File: config.mk
export PLATFORM = sky130hd
export DESIGN_NAME = multicycle_control
export DESIGN_NICKNAME = d
export VERILOG_FILES = /design/src/rtl/multicycle_control.sv
export SDC_FILE = /design/constraint.sdc
export NUM_CORES = 1
export LEC_CHECK = 0
export ABC_AREA = 1
export CORE_MARGIN = 2
export CORE_UTILIZATION = 65
export DETAILED_ROUTE_END_ITERATION = 7
export DONT_BUFFER_PORTS = 1
export PLACE_DENSITY = 0.81
export SLEW_MARGIN = 20
export SYNTH_ARGS = -nofsm -noshare
export SYNTH_HDL_FRONTEND = slang
export SYNTH_SLANG_ARGS = --single-unit
File: constraint.sdc
create_clock -name clk_i -period 3.2 [get_ports clk_i]
set_input_delay 0.32 -clock clk_i [delete_from_list [all_inputs] [get_ports clk_i]]
set_output_delay 0.32 -clock clk_i [all_outputs]
set_load 0.005 [all_outputs]
File: src/rtl/multicycle_control.sv
// Control sequencer for the multicycle MIPS32 core: a Moore FSM that drives every datapath
// strobe, plus a few Mealy terms gated by the memory ready handshake.
module multicycle_control #(
    parameter int unsigned TIMEOUT_CYCLES = 255,
    parameter int unsigned CNT_W          = 8
) (
    input  logic       clk_i,
    input  logic       rst_i,
    input  logic [5:0] opcode_i,
    input  logic       mem_ready_i,
    output logic       pc_write_o,
    output logic       pc_write_eq_o,
    output logic       pc_write_ne_o,
    output logic [1:0] pc_source_o,
    output logic       i_or_d_o,
    output logic       mem_read_o,
    output logic       mem_write_o,
    output logic       ir_write_o,
    output logic       reg_dst_o,
    output logic       reg_write_o,
    output logic       mem_to_reg_o,
    output logic       alu_src_a_o,
    output logic [1:0] alu_src_b_o,
    output logic [1:0] alu_op_o,
    output logic       ext_op_o,
    output logic       instr_done_o,
    output logic       trap_o,
    output logic [3:0] state_o
);

    typedef enum logic [3:0] {
        StFetch   = 4'd0,
        StDecode  = 4'd1,
        StMemAddr = 4'd2,
        StMemRd   = 4'd3,
        StMemWb   = 4'd4,
        StMemWr   = 4'd5,
        StExecR   = 4'd6,
        StRWb     = 4'd7,
        StBranch  = 4'd8,
        StJump    = 4'd9,
        StExecI   = 4'd10,
        StIWb     = 4'd11,
        StTrap    = 4'd12
    } state_e;

    localparam logic [5:0] OpRtype = 6'h00;
    localparam logic [5:0] OpJ     = 6'h02;
    localparam logic [5:0] OpBeq   = 6'h04;
    localparam logic [5:0] OpBne   = 6'h05;
    localparam logic [5:0] OpAddi  = 6'h08;
    localparam logic [5:0] OpSlti  = 6'h0a;
    localparam logic [5:0] OpAndi  = 6'h0c;
    localparam logic [5:0] OpOri   = 6'h0d;
    localparam logic [5:0] OpXori  = 6'h0e;
    localparam logic [5:0] OpLw    = 6'h23;
    localparam logic [5:0] OpSw    = 6'h2b;

    localparam logic [CNT_W-1:0] TimeoutCnt = CNT_W'(TIMEOUT_CYCLES);
    localparam logic [CNT_W-1:0] CntMax     = {CNT_W{1'b1}};

    state_e           state_q, state_d;
    logic [CNT_W-1:0] cnt_q, cnt_d;
    logic             trap_q;
    logic [5:0]       op_q;
    logic             mem_state;
    logic             timeout;

    assign mem_state = state_q inside {StFetch, StMemRd, StMemWr};
    // A ready in the same cycle as the limit wins over the timeout.
    assign timeout   = (TIMEOUT_CYCLES != 0) && mem_state && !mem_ready_i && (cnt_q >= TimeoutCnt);

    always_comb begin
        state_d = state_q;
        case (state_q)
            StFetch:   if (mem_ready_i) state_d = StDecode;
            StDecode: begin
                case (opcode_i)
                    OpRtype:                             state_d = StExecR;
                    OpLw, OpSw:                          state_d = StMemAddr;
                    OpBeq, OpBne:                        state_d = StBranch;
                    OpJ:                                 state_d = StJump;
                    OpAddi, OpSlti, OpAndi, OpOri, OpXori: state_d = StExecI;
                    default:                             state_d = StTrap;
                endcase
            end
            StMemAddr: state_d = (op_q == OpLw) ? StMemRd : StMemWr;
            StMemRd:   if (mem_ready_i) state_d = StMemWb;
            StMemWb:   state_d = StFetch;
            StMemWr:   if (mem_ready_i) state_d = StFetch;
            StExecR:   state_d = StRWb;
            StRWb:     state_d = StFetch;
            StBranch:  state_d = StFetch;
            StJump:    state_d = StFetch;
            StExecI:   state_d = StIWb;
            StIWb:     state_d = StFetch;
            default:   state_d = StTrap;
        endcase
        if (timeout) state_d = StTrap;
    end

    always_comb begin
        cnt_d = '0;
        if (mem_state && !mem_ready_i && state_d == state_q) begin
            cnt_d = (cnt_q == CntMax) ? cnt_q : cnt_q + 1'b1;
        end
    end

    always_ff @(posedge clk_i) begin
        if (rst_i) begin
            state_q <= StFetch;
            cnt_q   <= '0;
            trap_q  <= 1'b0;
            op_q    <= '0;
        end else begin
            state_q <= state_d;
            cnt_q   <= cnt_d;
            if (state_d == StTrap) trap_q <= 1'b1;
            if (state_q == StDecode) op_q <= opcode_i;
        end
    end

    assign state_o = rst_i ? 4'd0 : state_q;
    assign trap_o  = trap_q & ~rst_i;

    always_comb begin
        pc_write_o    = 1'b0;
        pc_write_eq_o = 1'b0;
        pc_write_ne_o = 1'b0;
        pc_source_o   = 2'b00;
        i_or_d_o      = 1'b0;
        mem_read_o    = 1'b0;
        mem_write_o   = 1'b0;
        ir_write_o    = 1'b0;
        reg_dst_o     = 1'b0;
        reg_write_o   = 1'b0;
        mem_to_reg_o  = 1'b0;
        alu_src_a_o   = 1'b0;
        alu_src_b_o   = 2'b00;
        alu_op_o      = 2'b00;
        ext_op_o      = 1'b0;
        instr_done_o  = 1'b0;
        if (!rst_i) begin
            case (state_q)
                StFetch: begin
                    mem_read_o  = 1'b1;
                    alu_src_b_o = 2'b01;
                    ir_write_o  = mem_ready_i;
                    pc_write_o  = mem_ready_i;
                end
                StDecode: begin
                    alu_src_b_o = 2'b11;
                    ext_op_o    = 1'b1;
                end
                StMemAddr: begin
                    alu_src_a_o = 1'b1;
                    alu_src_b_o = 2'b10;
                    ext_op_o    = 1'b1;
                end
                StMemRd: begin
                    mem_read_o = 1'b1;
                    i_or_d_o   = 1'b1;
                end
                StMemWb: begin
                    reg_write_o  = 1'b1;
                    mem_to_reg_o = 1'b1;
                    instr_done_o = 1'b1;
                end
                StMemWr: begin
                    mem_write_o  = 1'b1;
                    i_or_d_o     = 1'b1;
                    instr_done_o = mem_ready_i;
                end
                StExecR, StRWb: begin
                    alu_src_a_o = 1'b1;
                    alu_op_o    = 2'b10;
                    if (state_q == StRWb) begin
                        reg_write_o  = 1'b1;
                        reg_dst_o    = 1'b1;
                        instr_done_o = 1'b1;
                    end
                end
                StBranch: begin
                    alu_src_a_o   = 1'b1;
                    alu_op_o      = 2'b01;
                    pc_source_o   = 2'b01;
                    pc_write_eq_o = (op_q == OpBeq);
                    pc_write_ne_o = (op_q == OpBne);
                    instr_done_o  = 1'b1;
                end
                StJump: begin
                    pc_write_o   = 1'b1;
                    pc_source_o  = 2'b10;
                    instr_done_o = 1'b1;
                end
                StExecI, StIWb: begin
                    alu_src_a_o = 1'b1;
                    alu_src_b_o = 2'b10;
                    alu_op_o    = 2'b11;
                    ext_op_o    = (op_q == OpAddi) || (op_q == OpSlti);
                    if (state_q == StIWb) begin
                        reg_write_o  = 1'b1;
                        instr_done_o = 1'b1;
                    end
                end
                default: ;
            endcase
        end
    end

endmodule
==> results of run 1 <==
-- state kept, by name, indices dropped and copies added (netlist names) --
name / cells
state_q: 4
op_q: 6
cnt_q: 8
trap_q: 1
-- metal layers --
metal  track usage  share of wire  vias up  wire [um]
met5             0              0        -          0
met4        0.1143          0.015        0         44
met3       0.05215          0.044        4        127
met2        0.4817           0.49       25       1423
met1        0.3217           0.45      594       1284
li1              -              -      696          -
-- kinds of logic (layout without fill, tap and decap cells) --
| family | after synthesis | count (layout) | synth area share |
|---|---|---|---|
| muxes | 2 | 2 | 0.01624 |
| AOI/OAI and AO/OA | 28 | 28 | 0.1146 |
| adders and majority gates | 1 | 1 | 0.009550 |
| DFF | 19 | 19 | 0.2903 |
| and+or+nand+nor | 127 | 127 | 0.4346 |
| buffers and inverters | 35 | 35 | 0.1012 |
| xor gates and xnor gates | 5 | 5 | 0.03343 |
-- power groups by stage --
stage	sequential, mW	clock (mW)	combinational (mW)
global route	0.267	0.140	0.121
CTS	0.264	0.126	0.105
floorplan	0.266	0	0.0924
finish	0.264	0.124	0.105
detailed placement	0.270	0	0.104
global placement	0.269	0	0.101
-- cells in the final DEF, fill, tap and decap left out, types with 3 or more instances in the layout --
cell type,instances
sky130_fd_sc_hd__a21oi_1,12
sky130_fd_sc_hd__clkbuf_4,3
sky130_fd_sc_hd__dfxtp_1,19
sky130_fd_sc_hd__inv_1,28
sky130_fd_sc_hd__inv_2,3
sky130_fd_sc_hd__nand2_1,43
sky130_fd_sc_hd__nand3_1,12
sky130_fd_sc_hd__nand4_1,4
sky130_fd_sc_hd__nor2_1,50
sky130_fd_sc_hd__nor2_2,3
sky130_fd_sc_hd__nor3_1,6
sky130_fd_sc_hd__o21ai_0,12
sky130_fd_sc_hd__xor2_1,3
-- worst max-delay path: stages (launching register included) --
cell and delay, ns:
sky130_fd_sc_hd__dfxtp_1 0.51, sky130_fd_sc_hd__inv_2 0.08, sky130_fd_sc_hd__nor2_1 0.29, sky130_fd_sc_hd__nand2_1 0.12, sky130_fd_sc_hd__nor2_1 0.18, sky130_fd_sc_hd__nand3_1 0.12
sky130_fd_sc_hd__nor2_1 0.14
-- cell type report --
cell class | count | area, sq um | area share
multi-input combinational | 163 | 797.0 | 0.5887
clock buffer | 4 | 26.28 | 0.01941
inverter | 31 | 116.4 | 0.08595
tap | 27 | 33.78 | 0.02495
sequential | 19 | 380.4 | 0.2810
-- path summary, 6_finish.rpt --
kind / endpoint / startpoint / slack, ns
setup / recovery: pc_write_eq_o / state_q[3]$_SDFF_PP0_ / 1.13
hold / removal: trap_q$_SDFFE_PP0N_ / rst_i / 0.06
setup reg to reg: trap_q$_SDFFE_PP0N_ / cnt_q[0]$_SDFFE_PP0N_ / 1.44
hold reg to reg: trap_q$_SDFFE_PP0N_ / trap_q$_SDFFE_PP0N_ / 0.46
-- cell usage after synthesis (4+ instances only) --
cell	instances	area, sq um
sky130_fd_sc_hd__a21oi_1	12	60.06
sky130_fd_sc_hd__dfxtp_1	19	380.4
sky130_fd_sc_hd__inv_1	28	105.1
sky130_fd_sc_hd__nand2_1	43	161.4
sky130_fd_sc_hd__nand3_1	12	60.06
sky130_fd_sc_hd__nand4_1	4	25.02
sky130_fd_sc_hd__nor2_1	50	187.7
sky130_fd_sc_hd__nor3_1	6	30.03
sky130_fd_sc_hd__o21ai_0	12	60.06
-- stage by stage --
step	setup slack, ns	utilization	area (sq um)
2_1_floorplan	1.685	-	1310
5_1_grt	0.8651	0.7044	1354
4_1_cts	1.116	0.7044	1354
3_3_place_gp	1.503	0.6908	1328
3_5_place_dp	1.466	0.6908	1328
6_report	1.127	0.7044	1354
==> results.ini, run 1 <==
[outcome]
status=complete, no violations

[clock_tree]
clk_transition_reported_paths_ns=0.11
clock-sinks=19
post_cts_buffers=0
htree_num_levels=1
clockBufferDepth=2
hold_buffers=0
tritoncts=yes
cts_resized=0
cts.root.buffer_cell=sky130_fd_sc_hd__clkbuf_4
clock_insertion_delay_at_the_later_pin_of_the_skew_report_ns=0.31
numCtsBuffers=3

[timing]
timing.fmax_ghz=0.4825
post-route-min-period_ns=2.073
finalSetupTns_ns=0
rsz0062_at_grt=no
fin_worst_skew_ns=0.01130
slew_margin_rel=0.7643
setup_viol=0
final-hold-violation-count=0
fin_hold_ws_ns=0.06085
final_min_period_over_clock_period=0.6477
drv_slew=0
worst_margin_pin_slew_ns=0.3522

[routing]
detailedRoute.firstIterationViolations=34
via_count_normalized_by_instance_count=5.406
detail_route.first_pass.iterations=4
final_routed_wirelength_across_all_metal_layers_um=2880
detail_route.wl_per_cell_um=11.80
num_vias=1319
antenna_left=0
drc=0

[finish]
post_layout_instance_count_excluding_filler_cells=244
areaGrowthSynthToFinish_pct=3.343
fill_cells=180
fin_nets=228
antenna_fix_cells=0
layout-drive-gt1-share=0.08295

[place]
post-place-cells=240
place.gp.congestion=0.9219
portBuffers=0
dpl.hpwl_um=2286

[setup_path]
worst_setup_path_end_kind=output port
arrival_ns=1.75
cp.required_ns=2.88
setup.worst_path.class=flip-flop to output port
worstSetupStartpointType=flip-flop
timing.reg2reg.worst_path_depth=11
crit_fanout=6

[global_route]
grt_pass1_vias=1234
grt_antenna_before_repair=0
grt_first_pass_wirelength_um=5147
grt_remaining_overflow=0
grt_use_total=0.2728
maximum_number_of_pins_on_one_net_before_global_route_repair=28

[power_and_ir_drop]
total_leakage_power_nw=0.6129
vdd_ir_drop_max_mv=0.3482
seq_power_share=0.536
post-layout-total-power_uw=493.4
power_density_mw_per_mm2=364.4
cell_internal_pwr_uw=334.3
netsw_uw=159.0
share_comb_of_total_power=0.213
power.share.switching=0.3223
power.share.clock=0.252

[floorplan]
num_ports=33
initial_util=0.6816
coreArea_sq_mm=0.001922
floorplan.die.width_um=48.90
std_cell_rows=16
dieHeight_um=48.90
dieArea_sq_mm=0.002391

[synth]
synthesis.area_sq_mm=0.001310
synth-edff-count=0
ys_dominant_reg_cell=sky130_fd_sc_hd__dfxtp_1
synth.avg_cell_area_sq_um=6.037
ys.warnings.count=0
synth.yosys.seq_area_share=0.2904
syn-num-nets=227
share_of_synthesized_flip_flops_with_an_asynchronous_set_or_reset=0
synth-seq-cells=19
synth.lib_cells_used.distinct=28
netlist_instances=217

[min_path]
whs_path_depth=1
hold_path_class=input pin to flip-flop

[run]
max_cap_violations=0

No activity file was read; power rests on OpenSTA's default activity.
==> run 2: changes to the inputs <==
--- a/config.mk
+++ b/config.mk
@@ -7,10 +7,10 @@
 export LEC_CHECK = 0
 export ABC_AREA = 1
 export CORE_MARGIN = 2
-export CORE_UTILIZATION = 65
+export CORE_UTILIZATION = 62
 export DETAILED_ROUTE_END_ITERATION = 7
 export DONT_BUFFER_PORTS = 1
-export PLACE_DENSITY = 0.81
+export PLACE_DENSITY = 0.78
 export SLEW_MARGIN = 20
 export SYNTH_ARGS = -nofsm -noshare
 export SYNTH_HDL_FRONTEND = slang
==> constraint.sdc (replaced) <==
create_clock -name clk_i -period 2 [get_ports clk_i]
set_input_delay 0.2 -clock clk_i [delete_from_list [all_inputs] [get_ports clk_i]]
set_output_delay 0.2 -clock clk_i [all_outputs]
set_load 0.005 [all_outputs]
==> results.ini, run 2 (same netlist as run 1, synthesis figures left out) <==
[timing]
post-route-min-period_ns=1.853
fin_worst_skew_ns=0.007542
rsz0062_at_grt=no
drv_slew=0
worst_margin_pin_slew_ns=0.3336
finalSetupTns_ns=0
final_min_period_over_clock_period=0.9266
slew_margin_rel=0.7756
final-hold-violation-count=0
timing.fmax_ghz=0.5396
setup_viol=0

[min_path]
whs_endpoint=op_q[5]$_SDFFE_PP0P_
worstHoldStart=opcode_i[5]
hold_path_class=input pin to flip-flop
whs_path_depth=2

[routing]
detail_route.first_pass.iterations=4
detailedRoute.firstIterationViolations=66
detail_route.wl_per_cell_um=12.51
via_count_normalized_by_instance_count=5.598
drc=0
final_routed_wirelength_across_all_metal_layers_um=3077
antenna_left=0
num_vias=1377

[finish]
post_layout_instance_count_excluding_filler_cells=246
layout-drive-gt1-share=0.09589
max_flop_register=cnt_q
fin_nets=230
layout_common_cells=49 x sky130_fd_sc_hd__nor2_1, 43 x sky130_fd_sc_hd__nand2_1, 28 x sky130_fd_sc_hd__inv_1, 18 x sky130_fd_sc_hd__dfxtp_1
antenna_fix_cells=0
most_common_library_cell_in_the_layout_ignoring_fill_and_taps=sky130_fd_sc_hd__nor2_1
largest_reg_flops=8
top_regs=cnt_q (8), op_q (6), state_q (4)
areaGrowthSynthToFinish_pct=5.348
stdcell_area_sq_mm=0.001380
fill_cells=172

[global_route]
grt_util_met3=0.04545
maximum_number_of_pins_on_one_net_before_global_route_repair=24
grt_antenna_before_repair=0
global_route.peak_usage_layer=met2
grt_remaining_overflow=0
grt.met2_usage=0.4689
grt_first_pass_wirelength_um=5223
fraction_of_met1_tracks_used_by_global_routing=0.3327
grt_use_total=0.2669
grt_pass1_vias=1242

[run]
max_cap_violations=0

[setup_path]
worstSetupStartpointType=flip-flop
crit_fanout=6
arrival_ns=1.65
r2r-end=trap_q$_SDFFE_PP0N_
rr_startpoint=cnt_q[0]$_SDFFE_PP0N_
cp.required_ns=1.80
r2r_slack_ns=0.17
setup.worst_path.class=flip-flop to output port
timing.reg2reg.worst_path_depth=11
worst_setup_path_end_kind=output port

[power_and_ir_drop]
vdd_ir_drop_max_mv=0.4699
power_density_mw_per_mm2=583.1
total_leakage_power_nw=0.6243

[floorplan]
floorplan.die.width_um=49.97
num_ports=33
std_cell_rows=16
initial_util=0.6610
dieArea_sq_mm=0.002497
coreArea_sq_mm=0.001982
dieHeight_um=49.97

[clock_tree]
cts.root.buffer_cell=sky130_fd_sc_hd__clkbuf_4
clock_insertion_delay_at_the_later_pin_of_the_skew_report_ns=0.30
clk_transition_reported_paths_ns=0.11
clock-sinks=19
clockBufferDepth=2
post_cts_buffers=0
htree_num_levels=1
numCtsBuffers=3
tritoncts=yes

[place]
place.gp.congestion=0.9125
dpl.hpwl_um=2277
portBuffers=0
detailed_place.area_sq_mm=0.001335
post-place-cells=241

[outcome]
status=complete, no violations

==> run 2: timing repair <==
action                                  CTS  global route
hold buffers                              1             0
endpoints found under the setup margin    0             5
endpoints found under the hold margin     5             0
gates resized for setup                   0             3
==> run 2: report_power, final <==
group / internal [mW] / switching [mW]
clock: 0.0778 / 0.123
combinational: 0.0616 / 0.117
sequential: 0.401 / 0.0248
total: 0.540 / 0.264
==> run 2: routing by layer <==
| layer | up-vias | wire length (um) | share of wire |
|---|---|---|---|
| met2 | 59 | 1529 | 0.50 |
| li1 | 697 | - | - |
| met5 | - | 0 | 0 |
| met1 | 614 | 1310 | 0.43 |
| met4 | 0 | 34 | 0.011 |
| met3 | 7 | 203 | 0.066 |
==> run 2: final cells by class <==
cell class,count,area [sq um],share of cell area
multi-input combinational,163,804.5,0.5830
sequential,19,381.6,0.2765
inverter,31,116.4,0.08432
tap,27,33.78,0.02448
clock buffer,4,26.28,0.01904
timing repair buffer,2,17.52,0.01269
==> run 2: worst max-delay path: stages (launching register included) <==
cell and delay (ns):
sky130_fd_sc_hd__dfxtp_1 0.44, sky130_fd_sc_hd__inv_1 0.13, sky130_fd_sc_hd__nor2_1 0.20, sky130_fd_sc_hd__inv_1 0.10, sky130_fd_sc_hd__nor2_1 0.14, sky130_fd_sc_hd__inv_1 0.09, sky130_fd_sc_hd__nand2_1 0.08, sky130_fd_sc_hd__a41oi_1 0.05
sky130_fd_sc_hd__nor2_1 0.13
==> run 2: worst max-delay path by stage <==
stage | end | slack (ns) | from | cells past startpoint
6_report | ext_op_o | 0.15 | state_q[1]$_SDFF_PP0_ | 8
2_1_floorplan | cnt_q[2]$_SDFFE_PP0N_ | 0.49 | cnt_q[0]$_SDFFE_PP0N_ | 10
3_3_place_gp | cnt_q[5]$_SDFFE_PP0N_ | 0.38 | cnt_q[0]$_SDFFE_PP0N_ | 10
3_5_place_dp | cnt_q[4]$_SDFFE_PP0N_ | 0.26 | cnt_q[0]$_SDFFE_PP0N_ | 10
5_1_grt | ext_op_o | 0.002 | state_q[1]$_SDFF_PP0_ | 8
4_1_cts | pc_write_ne_o | 0.04 | state_q[3]$_SDFF_PP0_ | 6
==> run 2: metrics by stage <==
step	hold slack (ns)	util	power (mW)	setup slack [ns]
global placement	0.2722	0.6736	0.5980	0.3829
CTS	0.02830	0.6919	0.8041	0.04191
global route	0.02815	0.6963	0.8488	0.002326
finish	0.03327	0.6963	0.8047	0.1469
detailed placement	0.2737	0.6736	0.6016	0.2561
floorplan	0.3349	-	0.5734	0.4855
==> run 3: changes to the inputs <==
--- a/config.mk
+++ b/config.mk
@@ -8,6 +8,7 @@
 export ABC_AREA = 1
 export CORE_MARGIN = 2
 export CORE_UTILIZATION = 62
+export CTS_BUF_LIST = sky130_fd_sc_hd__clkbuf_16
 export DETAILED_ROUTE_END_ITERATION = 7
 export DONT_BUFFER_PORTS = 1
 export PLACE_DENSITY = 0.78
==> results.ini, run 3 (same netlist as run 1, synthesis figures left out) <==
[timing]
drv_slew=0
timing.fmax_ghz=0.5471
post-route-min-period_ns=1.828
fin_worst_skew_ns=0.003922
rsz0062_at_grt=no
setup_viol=0
worst_margin_pin_slew_ns=0.3549
setup_slack_ns=0.1720
finalSetupTns_ns=0
slew_margin_rel=0.7612
final-hold-violation-count=0
final_min_period_over_clock_period=0.9140

[setup_path]
cp.required_ns=1.80
crit_fanout=12
r2r-end=cnt_q[6]$_SDFFE_PP0N_
r2r_slack_ns=0.25
setup.worst_path.class=flip-flop to output port
cp_cell_sequence=nor2_2 > inv_2 > nor2_4 > buf_4 > inv_1 > nand2_1 > a41oi_1 > nor2_1
worst_path_largest_cell_delay_ns=0.39
timing.reg2reg.worst_path_depth=10
worst_path_max_delay_cell=sky130_fd_sc_hd__dfxtp_1
worst_setup_path_end_kind=output port
worstSetupStartpointType=flip-flop
arrival_ns=1.63
rr_startpoint=cnt_q[0]$_SDFFE_PP0N_

[clock_tree]
post_cts_buffers=0
htree_num_levels=1
clk_transition_reported_paths_ns=0.06
cts_resized=0
tritoncts=yes
numCtsBuffers=3
cts.root.buffer_cell=sky130_fd_sc_hd__clkbuf_16
hold_buffers=0
clock_insertion_delay_at_the_later_pin_of_the_skew_report_ns=0.25
clockBufferDepth=2
clock-sinks=19

[finish]
stdcell_area_sq_mm=0.001416
largest_reg_flops=8
layout_common_cells=49 x sky130_fd_sc_hd__nor2_1, 43 x sky130_fd_sc_hd__nand2_1, 29 x sky130_fd_sc_hd__inv_1, 19 x sky130_fd_sc_hd__dfxtp_1
areaGrowthSynthToFinish_pct=8.119
most_common_library_cell_in_the_layout_ignoring_fill_and_taps=sky130_fd_sc_hd__nor2_1
max_flop_register=cnt_q
fin_nets=229
layout-drive-gt1-share=0.09174
antenna_fix_cells=0
top_regs=cnt_q (8), op_q (6), state_q (4)

[floorplan]
coreArea_sq_mm=0.001982
floorplan.die.width_um=49.97
num_ports=33
dieArea_sq_mm=0.002497
initial_util=0.6610
std_cell_rows=16
dieHeight_um=49.97

[place]
place.gp.congestion=0.9125
dpl.hpwl_um=2277
preCtsSetupSlack_ns=0.2561
portBuffers=0
detailed_place.area_sq_mm=0.001335

[power_and_ir_drop]
post-layout-total-power_mw=1.002
power_density_mw_per_mm2=707.2
total_leakage_power_nw=0.6450
vdd_ir_drop_max_mv=0.5802

[routing]
detail_route.first_pass.iterations=4
drc=0
num_vias=1366
via_count_normalized_by_instance_count=5.576
detail_route.wl_per_cell_um=12.38
antenna_left=0
final_routed_wirelength_across_all_metal_layers_um=3034
detailedRoute.firstIterationViolations=47

[global_route]
grt_use_total=0.2643
maximum_number_of_pins_on_one_net_before_global_route_repair=28
grt_remaining_overflow=0
grt_pass1_vias=1266
grt_first_pass_wirelength_um=5257
grt_antenna_before_repair=0

[min_path]
whs_path_depth=1
whs_endpoint=trap_q$_SDFFE_PP0N_
hold_path_class=input pin to flip-flop
worstHoldStart=rst_i

[outcome]
status=complete, no violations

[run]
max_cap_violations=0

-- run 3: worst max-delay path by stage --
stage                            endpoint             startpoint  slack, ns
CTS                         pc_write_ne_o  state_q[3]$_SDFF_PP0_       0.12
finish                           ext_op_o  state_q[3]$_SDFF_PP0_       0.17
global placement    cnt_q[5]$_SDFFE_PP0N_  cnt_q[0]$_SDFFE_PP0N_       0.38
floorplan           cnt_q[2]$_SDFFE_PP0N_  cnt_q[0]$_SDFFE_PP0N_       0.49
global route                     ext_op_o  state_q[3]$_SDFF_PP0_      0.009
detailed placement  cnt_q[4]$_SDFFE_PP0N_  cnt_q[0]$_SDFFE_PP0N_       0.26
-- run 3: area by class of cell --
class	count	area, sq um
multi-input combinational	163	799.5
tap	27	33.78
timing repair buffer	1	7.507
inverter	31	116.4
fill	166	565.5
clock inverter	1	3.754
clock buffer	3	75.07
sequential	19	380.4
-- run 3: critical path: cells and delay by family, from the launching register on --
kind / cells / cell delay, ns
compound gates: 1 / 0.05
simple gates: 4 / 0.59
flops: 1 / 0.39
buf+inv: 3 / 0.36
-- run 3: per-stage QoR --
stage	hold slack, ns	instances	utilization
detailed placement	0.2737	241	0.6736
global placement	0.2722	241	0.6736
CTS	0.01295	245	0.7134
finish	0.01364	245	0.7146
global route	0.008991	245	0.7146
floorplan	0.3349	217	-
-- run 3: power by group --
group | total [mW] | switching [mW] | internal (mW)
Clock | 0.403 | 0.138 | 0.266
Sequential | 0.425 | 0.0237 | 0.401
Combinational | 0.173 | 0.114 | 0.0593
-- run 3: layer usage --
metal / up-vias / part of all wire / GRT usage / wire length [um]
met5: - / 0 / 0 / 0
li1: 692 / - / - / -
met2: 44 / 0.50 / 0.4689 / 1530
met4: 0 / 0.0099 / 0.06019 / 30
met1: 622 / 0.43 / 0.3327 / 1298
met3: 8 / 0.057 / 0.04242 / 174
